===== config.mk =====
export PLATFORM = sky130hd
export DESIGN_NAME = cam_ctrl
export DESIGN_NICKNAME = d
export VERILOG_FILES = /design/src/rtl/cam_pkg.sv /design/src/rtl/cam_prio_enc.sv /design/src/rtl/cam_ctrl.sv
export SDC_FILE = /design/constraint.sdc
export NUM_CORES = 1
export LEC_CHECK = 0
export ABC_CLOCK_PERIOD_IN_PS = 1920
export CAP_MARGIN = 0
export CORE_UTILIZATION = 43
export DETAILED_ROUTE_END_ITERATION = 7
export PLACE_DENSITY = 0.84
export SYNTH_ARGS = -nofsm -noshare
export SYNTH_HDL_FRONTEND = slang
export SYNTH_SLANG_ARGS = --single-unit

===== constraint.sdc =====
create_clock -name clk_i -period 1.92 [get_ports clk_i]
set_clock_uncertainty 0.1 [all_clocks]
set_input_delay 0.576 -clock clk_i [delete_from_list [all_inputs] [get_ports clk_i]]
set_output_delay 0.576 -clock clk_i [all_outputs]
set_load 0.005 [all_outputs]

===== src/rtl/cam_pkg.sv =====
`default_nettype none
// +----------------------------------------------------------------------------+
// | Module   : cam_pkg                                                         |
// | Purpose  : Shared types and default sizes for the CAM request sequencer.   |
// |            cam_op_e    - command encoding carried on req_op_i / rsp_op_o   |
// |            cam_state_e - sequencer FSM states                             |
// | Revision : 1.0 - initial release                                           |
// +----------------------------------------------------------------------------+
package cam_pkg;

  localparam int CAM_WIDTH      = 32;
  localparam int CAM_ADDR_WIDTH = 5;

  typedef enum logic [1:0] {
    CAM_READ       = 2'd0,
    CAM_WRITE      = 2'd1,
    CAM_SEARCH     = 2'd2,
    CAM_INVALIDATE = 2'd3
  } cam_op_e;

  typedef enum logic [1:0] {
    ST_IDLE    = 2'd0,
    ST_ISSUE   = 2'd1,
    ST_CAPTURE = 2'd2,
    ST_RESP    = 2'd3
  } cam_state_e;

endpackage
`default_nettype wire


===== src/rtl/cam_prio_enc.sv =====
`default_nettype none
// +----------------------------------------------------------------------------+
// | Module   : cam_prio_enc                                                    |
// | Purpose  : Combinational lowest-index priority encoder.                    |
// | Ports    : vec_i   [DEPTH]      - request vector                           |
// |            found_o              - any bit of vec_i set                     |
// |            index_o [ADDR_WIDTH] - index of the lowest set bit, 0 if none   |
// | Revision : 1.0 - initial release                                           |
// +----------------------------------------------------------------------------+
module cam_prio_enc #(
  parameter int DEPTH      = 32,
  parameter int ADDR_WIDTH = $clog2(DEPTH)
) (
  input  logic [DEPTH-1:0]      vec_i,
  output logic                  found_o,
  output logic [ADDR_WIDTH-1:0] index_o
);

  always_comb begin
    found_o = |vec_i;
    index_o = '0;
    // Scan from the top down so the last assignment is the lowest set bit.
    for (int i = DEPTH - 1; i >= 0; i--) begin
      if (vec_i[i]) begin
        index_o = ADDR_WIDTH'(i);
      end
    end
  end

endmodule
`default_nettype wire


===== src/rtl/cam_ctrl.sv =====
`default_nettype none
// +----------------------------------------------------------------------------+
// | Module   : cam_ctrl                                                        |
// | Purpose  : One-at-a-time request sequencer in front of the CAM decoder.    |
// |            Accepts READ/WRITE/SEARCH/INVALIDATE, pulses the matching       |
// |            decoder enable for one cycle, captures array data or match      |
// |            lines a cycle later and returns a response. Owns the per-entry  |
// |            valid bits so searches only hit written entries.               |
// | Ports    : clk_i, rst_n_i (async, active-low)                              |
// |            req_*   - command port (valid/ready)                            |
// |            rsp_*   - response port (valid/ready)                           |
// |            read_*/write_*/search_* - decoder controls                      |
// |            array_read_data_i, array_match_i - array results                |
// |            entry_valid_o - per-entry valid bits                            |
// | Revision : 1.0 - initial release                                           |
// +----------------------------------------------------------------------------+
module cam_ctrl
  import cam_pkg::*;
#(
  parameter int WIDTH      = CAM_WIDTH,
  parameter int ADDR_WIDTH = CAM_ADDR_WIDTH,
  parameter int DEPTH      = 1 << ADDR_WIDTH
) (
  input  logic                  clk_i,
  input  logic                  rst_n_i,
  input  logic                  req_valid_i,
  output logic                  req_ready_o,
  input  logic [1:0]            req_op_i,
  input  logic [ADDR_WIDTH-1:0] req_index_i,
  input  logic [WIDTH-1:0]      req_data_i,
  output logic                  rsp_valid_o,
  input  logic                  rsp_ready_i,
  output logic [1:0]            rsp_op_o,
  output logic                  rsp_hit_o,
  output logic [ADDR_WIDTH-1:0] rsp_index_o,
  output logic [WIDTH-1:0]      rsp_data_o,
  output logic                  read_enable_o,
  output logic [ADDR_WIDTH-1:0] read_index_o,
  output logic                  write_enable_o,
  output logic [ADDR_WIDTH-1:0] write_index_o,
  output logic                  search_enable_o,
  output logic [WIDTH-1:0]      search_data_o,
  input  logic [WIDTH-1:0]      array_read_data_i,
  input  logic [DEPTH-1:0]      array_match_i,
  output logic [DEPTH-1:0]      entry_valid_o
);

  cam_state_e            state_q, state_d;
  logic                  req_ready_q, req_ready_d;
  cam_op_e               op_q, op_d;
  logic [ADDR_WIDTH-1:0] index_q, index_d;
  logic [WIDTH-1:0]      data_q, data_d;
  logic                  read_enable_q, read_enable_d;
  logic [ADDR_WIDTH-1:0] read_index_q, read_index_d;
  logic                  write_enable_q, write_enable_d;
  logic [ADDR_WIDTH-1:0] write_index_q, write_index_d;
  logic                  search_enable_q, search_enable_d;
  logic [WIDTH-1:0]      search_data_q, search_data_d;
  logic [DEPTH-1:0]      entry_valid_q, entry_valid_d;
  logic                  rsp_valid_q, rsp_valid_d;
  cam_op_e               rsp_op_q, rsp_op_d;
  logic                  rsp_hit_q, rsp_hit_d;
  logic [ADDR_WIDTH-1:0] rsp_index_q, rsp_index_d;
  logic [WIDTH-1:0]      rsp_data_q, rsp_data_d;

  // Raw match lines include stale data in invalidated/never-written entries.
  logic [DEPTH-1:0]      masked_match;
  logic                  match_found;
  logic [ADDR_WIDTH-1:0] match_index;

  assign masked_match = array_match_i & entry_valid_q;

  cam_prio_enc #(
    .DEPTH      (DEPTH),
    .ADDR_WIDTH (ADDR_WIDTH)
  ) u_prio_enc (
    .vec_i   (masked_match),
    .found_o (match_found),
    .index_o (match_index)
  );

  always_comb begin
    state_d         = state_q;
    req_ready_d     = req_ready_q;
    op_d            = op_q;
    index_d         = index_q;
    data_d          = data_q;
    read_enable_d   = 1'b0;
    read_index_d    = read_index_q;
    write_enable_d  = 1'b0;
    write_index_d   = write_index_q;
    search_enable_d = 1'b0;
    search_data_d   = search_data_q;
    entry_valid_d   = entry_valid_q;
    rsp_valid_d     = rsp_valid_q;
    rsp_op_d        = rsp_op_q;
    rsp_hit_d       = rsp_hit_q;
    rsp_index_d     = rsp_index_q;
    rsp_data_d      = rsp_data_q;

    unique case (state_q)
      ST_IDLE: begin
        // Ready comes up one edge after reset release, then tracks IDLE.
        req_ready_d = 1'b1;
        if (req_valid_i && req_ready_q) begin
          op_d        = cam_op_e'(req_op_i);
          index_d     = req_index_i;
          data_d      = req_data_i;
          req_ready_d = 1'b0;
          state_d     = ST_ISSUE;
          // Enables are set here so they are registered high for the ISSUE cycle.
          unique case (cam_op_e'(req_op_i))
            CAM_READ: begin
              read_enable_d = 1'b1;
              read_index_d  = req_index_i;
            end
            CAM_WRITE: begin
              write_enable_d = 1'b1;
              write_index_d  = req_index_i;
              search_data_d  = req_data_i;
            end
            CAM_SEARCH: begin
              search_enable_d = 1'b1;
              search_data_d   = req_data_i;
            end
            default: ;
          endcase
        end
      end

      ST_ISSUE: begin
        state_d = ST_CAPTURE;
      end

      ST_CAPTURE: begin
        state_d     = ST_RESP;
        rsp_valid_d = 1'b1;
        rsp_op_d    = op_q;
        rsp_index_d = index_q;
        rsp_data_d  = data_q;
        rsp_hit_d   = entry_valid_q[index_q];
        unique case (op_q)
          CAM_READ: begin
            rsp_data_d = array_read_data_i;
          end
          CAM_WRITE: begin
            entry_valid_d[index_q] = 1'b1;
          end
          CAM_SEARCH: begin
            rsp_hit_d   = match_found;
            rsp_index_d = match_index;
          end
          CAM_INVALIDATE: begin
            entry_valid_d[index_q] = 1'b0;
          end
          default: ;
        endcase
      end

      ST_RESP: begin
        if (rsp_ready_i) begin
          rsp_valid_d = 1'b0;
          req_ready_d = 1'b1;
          state_d     = ST_IDLE;
        end
      end

      default: begin
        state_d = ST_IDLE;
      end
    endcase
  end

  always_ff @(posedge clk_i or negedge rst_n_i) begin
    if (!rst_n_i) begin
      state_q         <= ST_IDLE;
      req_ready_q     <= 1'b0;
      op_q            <= CAM_READ;
      index_q         <= '0;
      data_q          <= '0;
      read_enable_q   <= 1'b0;
      read_index_q    <= '0;
      write_enable_q  <= 1'b0;
      write_index_q   <= '0;
      search_enable_q <= 1'b0;
      search_data_q   <= '0;
      entry_valid_q   <= '0;
      rsp_valid_q     <= 1'b0;
      rsp_op_q        <= CAM_READ;
      rsp_hit_q       <= 1'b0;
      rsp_index_q     <= '0;
      rsp_data_q      <= '0;
    end else begin
      state_q         <= state_d;
      req_ready_q     <= req_ready_d;
      op_q            <= op_d;
      index_q         <= index_d;
      data_q          <= data_d;
      read_enable_q   <= read_enable_d;
      read_index_q    <= read_index_d;
      write_enable_q  <= write_enable_d;
      write_index_q   <= write_index_d;
      search_enable_q <= search_enable_d;
      search_data_q   <= search_data_d;
      entry_valid_q   <= entry_valid_d;
      rsp_valid_q     <= rsp_valid_d;
      rsp_op_q        <= rsp_op_d;
      rsp_hit_q       <= rsp_hit_d;
      rsp_index_q     <= rsp_index_d;
      rsp_data_q      <= rsp_data_d;
    end
  end

  assign req_ready_o     = req_ready_q;
  assign rsp_valid_o     = rsp_valid_q;
  assign rsp_op_o        = rsp_op_q;
  assign rsp_hit_o       = rsp_hit_q;
  assign rsp_index_o     = rsp_index_q;
  assign rsp_data_o      = rsp_data_q;
  assign read_enable_o   = read_enable_q;
  assign read_index_o    = read_index_q;
  assign write_enable_o  = write_enable_q;
  assign write_index_o   = write_index_q;
  assign search_enable_o = search_enable_q;
  assign search_data_o   = search_data_q;
  assign entry_valid_o   = entry_valid_q;

endmodule
`default_nettype wire


; Yosys cells after proc, flatten, opt, wreduce, memory -nomap -nowiden
; Cells that the tools add are included.
[word_totals]
elab_cells = 108
input_bits = 107
output_inout_bits = 119
ff_bits = 160
[classes]
n_eq_ne = 10
mux = 57
reduce_logical = 18
n_bitwise = 4
n_lt_le_gt_ge = 2
[op_table]
columns = cell, n
row1 = two-way mux 5 bit, 33
row2 = AND 32 bit, 2
row3 = case mux 32 bit (2 select lines), 1
row4 = two-way mux 32 bit, 1
row5 = inverter 32 bit, 1
row6 = OR 32 bit, 1
row7 = OR reduction 32 bit, 1
row8 = two-way mux 1 bit, 15
row9 = "== test 2 bit, second input constant", 5
row10 = AND reduction 2 bit, 5
row11 = AND reduction 3 bit, 3
row12 = case mux 2 bit (4 select lines), 1
row13 = "== test 2 x 1 -> 1 bit, second input constant", 3
row14 = logical NOT 2 bit, 3
row15 = "< comparator 5 x 6 -> 1 bit, second input constant", 1
row16 = nonzero test 2 bit, 3
row17 = binary-select mux 1 bit (select 5 bit), 1
row18 = demux 1 bit (select 5 bit), 1
row19 = ">= comparator 5 x 1 -> 1 bit, second input constant", 1
row20 = two-way mux 2 bit, 2
row21 = "!= test 2 bit, second input constant", 2
row22 = case mux 1 bit (2 select lines), 2
row23 = logical AND 1 bit, 2
row24 = OR reduction 2 bit, 1

; Depth between registers and ports, before layout
; Gate-level depths: netlist of the first run.
[depth]
depth_word = 34
mapped_depth = 8
mapped_depth_nobuf = 7

; Cells and area by module
; From an unflattened synthesis of the first run, not the netlist that was laid out.
[hier_totals]
cells_unflattened = 732
area_unflattened_um2 = 7455.9
[modules_own_cells]
columns = mod, seq_area_each_um2, area_each_um2, cells_each, instances
row1 = cam_ctrl, 4003.8, 7070.5, 667, 1
row2 = cam_prio_enc, 0.0, 385.4, 65, 1

; Least setup slack after synthesis of the first run
; OpenSTA, ideal clock, no wires.
[synth_timing]
kind = register -> register
from = register state_q[0]
to = register search_data_q[10] (netlist: search_data_o[10])
path_slack_ns = 0.082
setup_ns = 0.128
arrival_ns = 1.610
stages_incl_launch_ff = 8
n_path_buf = 2
synth_period_minus_slack_ns = 1.838
required_time_ns = 1.692
path_cell_list = dfrtp_1 inv_1 ha_1 and3_1 clkbuf_1 nand2_1 buf_2 mux2_1
[synth_between]
elab_chain_cells = 2
[synth_rtl]
columns = element, line
row1 = from (decl), cam_ctrl.sv:48  ; cam_state_e state_q, state_d;
row2 = from (signal assigned), cam_ctrl.sv:194  ; state_q <= state_d;
row3 = logical NOT 2 bit, cam_ctrl.sv:101  ; unique case (state_q)
row4 = AND reduction 3 bit (no line), -
row5 = to (signal assigned), cam_ctrl.sv:204  ; search_data_q <= search_data_d;
row6 = to (decl), cam_ctrl.sv:58  ; logic [WIDTH-1:0] search_data_q, search_data_d;
; No other way between the ends.
; A chain may end at the register's enable or synchronous reset.

; Worst setup path after layout of the first run
[layout_timing]
from = input array_match_i[3]
to = register rsp_hit_q (netlist: rsp_hit_o)
[layout_between]
elab_chain_cells = 3
[layout_rtl]
columns = element, line
row1 = from (decl), cam_ctrl.sv:44  ; input logic [DEPTH-1:0] array_match_i,
row2 = AND 32 bit, cam_ctrl.sv:71  ; assign masked_match = array_match_i & entry_valid_q;
row3 = OR reduction 32 bit, cam_prio_enc.sv:20  ; found_o = |vec_i;
row4 = two-way mux 1 bit, cam_ctrl.sv:142  ; unique case (op_q)
row5 = to (signal assigned), cam_ctrl.sv:208  ; rsp_hit_q <= rsp_hit_d;
row6 = to (decl), cam_ctrl.sv:62  ; logic rsp_hit_q, rsp_hit_d;
; No other way between the ends.

==> summary.txt, run 1 <==
Yosys
  • Post-synth top area cell: dfrtp_1
  • Post-synth EDFFs: 0
  • Ys Warns: 0
  • Syn Area/Cell: 10.22 µm²
  • Gate Count Post-Synth: 724
  • Dominant synthesized flop cell: dfrtp_1
  • Async S/R FF share, synth: 1.000
  • Post-synthesis cell area: 7400 µm²
  • Top cells by area, synth: dfrtp_1, nand2_1, mux2i_1
  • Sequential area share after synthesis: 0.5411
  • Post-synth net total: 837
  • Yosys cell types: 58
  • Synth top area share: 0.5411
  • Number of synthesized register bits: 160
  • Most numerous cell in the Yosys netlist: dfrtp_1
  • Commonest cells in the netlist: dfrtp_1, nand2_1, nor2_1

Placement
  • Count of buffers from port buffering: 225
  • Pre-CTS setup slack: -0.4880 ns
  • Detail Placement HPWL: 16,740 µm
  • Placer Congestion: 0.9536
  • Placed cell area: 10,410 µm²

CTS
  • Clk buf depth: 2
  • H-tree depth: 4
  • CTS tree: done
  • Num CTS Buffers: 17
  • Clock transition at the registers of the reported paths: 0.06 ns
  • CTS root buf: clkbuf_16
  • Clock Sinks: 160
  • Worst skew pair latency: 0.42 ns

Layout
  • Final instance area: 11,440 µm²
  • Layout cells sized above 1: 0.2120
  • Fillers: 1,234
  • Area grow syn2layout: 54.57%
  • Multi-input combinational cell area: 3281 µm²
  • Final net count: 1,166
  • FF+latch area: 4026 µm²

Setup path
  • Cells on worst reg2reg path: 7
  • CP cell instances: clkdlybuf4s50_1 > a22oi_2 > nand3_2 > nor4_2 > buf_4 > a31oi_1 > o31a_1
  • Stages on the worst setup path: 7
  • Critical path launch point type: input pin
  • CP Max Fanout: 2
  • WS Path Type: in2reg
  • Critical R2R Capture: rsp_hit_o
  • Top cell family by delay on the critical path: buffers and inverters
  • Bufs and invs on worst path: 2
  • CP Capture Type: register
  • Crit-path slowest cell: clkdlybuf4s50_1
  • Delay of the slowest critical-path stage: 0.44 ns
  • R2R setup slack: 0.01 ns
  • CP arrival: 2.13 ns
  • CP required: 2.11 ns

Run status
  • Status: complete, but fails checks
  • Failing checks: negative setup slack

Die
  • Starting Density: 0.4431
  • Die ar.: 17,740 µm²
  • Die height: 133.2 µm
  • Die Width: 133.2 µm
  • Core ar.: 16,700 µm²
  • I/O pins: 226
  • Core Rows: 47

Global route
  • Initial antenna violation count: 2
  • Grt total ovfl: 0
  • GRT Total Usage: 0.2743
  • Global-route wire length before repair: 37,390 µm
  • Largest net degree at the start of global routing: 42
  • Vias in the first global route: 7,134

Drt
  • 1st-iter DRT viols: 438
  • Vias post-DR: 7,067
  • First-pass DRT Iterations: 5
  • Wirelength per Cell: 18.97 µm
  • # DRC: 0
  • Vias/cell: 5.491
  • Routed WL: 24,410 µm
  • Post-route ant nets: 0

Min path
  • Min-Delay Path Class: reg2reg
  • Hold EP: data_q[31]
  • Hold path cells: 2
  • Hold path startpoint: data_q[31]

Timing
  • Final min period: 1.941 ns
  • F_max: 515.3 MHz
  • Unrepaired setup endpoints after global routing: true
  • Worst-Margin Slew: 0.4278 ns
  • Slew HR: 0.7137
  • Setup slack after layout: -0.02071 ns
  • Slew Limit Fails: 0
  • Final setup violation count: 1
  • Final count of hold timing violations: 0
  • Final TNS setup: -0.02071 ns
  • Tcrit/Tclk final: 1.011
  • Worst hold slack: 0.3749 ns

Job
  • Max Cap Viol: 0

Power and ir drop
  • Worst vdd ir: 0.0008635 V
  • PD cells: 1618 nW/µm²
  • Leakage: 0.005521 µW
  • Total power: 18,500 µW
[layer usage]
metal	track usage	wire length, µm	vias up
met5	0	13	-
met4	0.1496	1195	2
met3	0.06012	1736	80
met2	0.4383	11640	331
met1	0.3484	9818	3443
li1	-	-	3211
[cell type report]
cell class | count | area share
sequential | 160 | 0.3520
multi-input combinational | 516 | 0.2868
timing repair buffer | 350 | 0.2789
clock buffer | 22 | 0.04234
tap | 220 | 0.02407
clock inverter | 10 | 0.01302
inverter | 8 | 0.002626
antenna | 1 | 0.0002188
[placed cells by master (no fill, tap or decap), types with 14 or more instances in the layout]
cell type,n
a21oi_1,57
a31oi_1,17
buf_4,111
clkbuf_16,17
clkdlybuf4s50_1,97
dfrtp_1,142
dfrtp_2,18
dlygate4sd2_1,120
mux2_1,30
mux2_2,14
mux2i_1,44
nand2_1,151
nor2_1,61
o21ai_0,18
[stage by stage]
| stage | instances | util |
|---|---|---|
| after global routing | 1287 | 0.6848 |
| after CTS | 1278 | 0.6744 |
| after global placement | 1204 | 0.6235 |
| after detailed placement | 1204 | 0.6235 |
| final | 1287 | 0.6848 |
| after floorplan | 724 | - |
[how the worst max path moves through the flow]
stage                            startpoint                 to  slack (ns)
final                      array_match_i[3]          rsp_hit_o       -0.02
after global routing       array_match_i[3]          rsp_hit_o       -0.08
after CTS                        state_q[0]   write_index_o[2]       0.005
after detailed placement  array_match_i[24]     rsp_index_o[3]       -0.49
after global placement    array_match_i[28]     rsp_index_o[2]       -0.44
after floorplan                  state_q[0]  search_data_o[10]        0.08
[what timing repair did]
action | CTS | global route
setup buffers | 41 | 7
endpoints found under the hold margin | 33 | 0
setup endpoints to repair | 133 | 51
pin swaps | 1 | 9
gates cloned | 0 | 1
hold buffers | 1 | 0
gates resized for setup | 144 | 35
[tightest hold or removal path, cell delays in order, from the launching register on]
cell     delay (ns)
dfrtp_1        0.33
nand2_1        0.05
nand2_1        0.06
[cell families after synthesis]
kind of cell	share of synthesized area
AOI/OAI and AO/OA	0.1297
adders and majority gates	0.01015
buffers and inverters	0.03314
DFF	0.5411
muxes	0.1324
and+or+nand+nor	0.1535
[where the power goes]
part	total [µW]	switching [µW]	internal, µW
Sequential	6010	1040	4970
Combinational	8890	4360	4540
Clock	3600	1400	2200
Note: power is estimated with default switching activity, not from simulation.
==> run 2: changes to the inputs <==
CTS_CLUSTER_SIZE = 16   (was unset)
==> results of run 2 <==
The final DEF is identical to that of run 1; final timing and power are the same.
==> run 3: changes to the inputs <==
CTS_CLUSTER_SIZE = 10   (was 16)
==> results of run 3 <==
The final DEF is identical to that of run 1; final timing and power are the same.
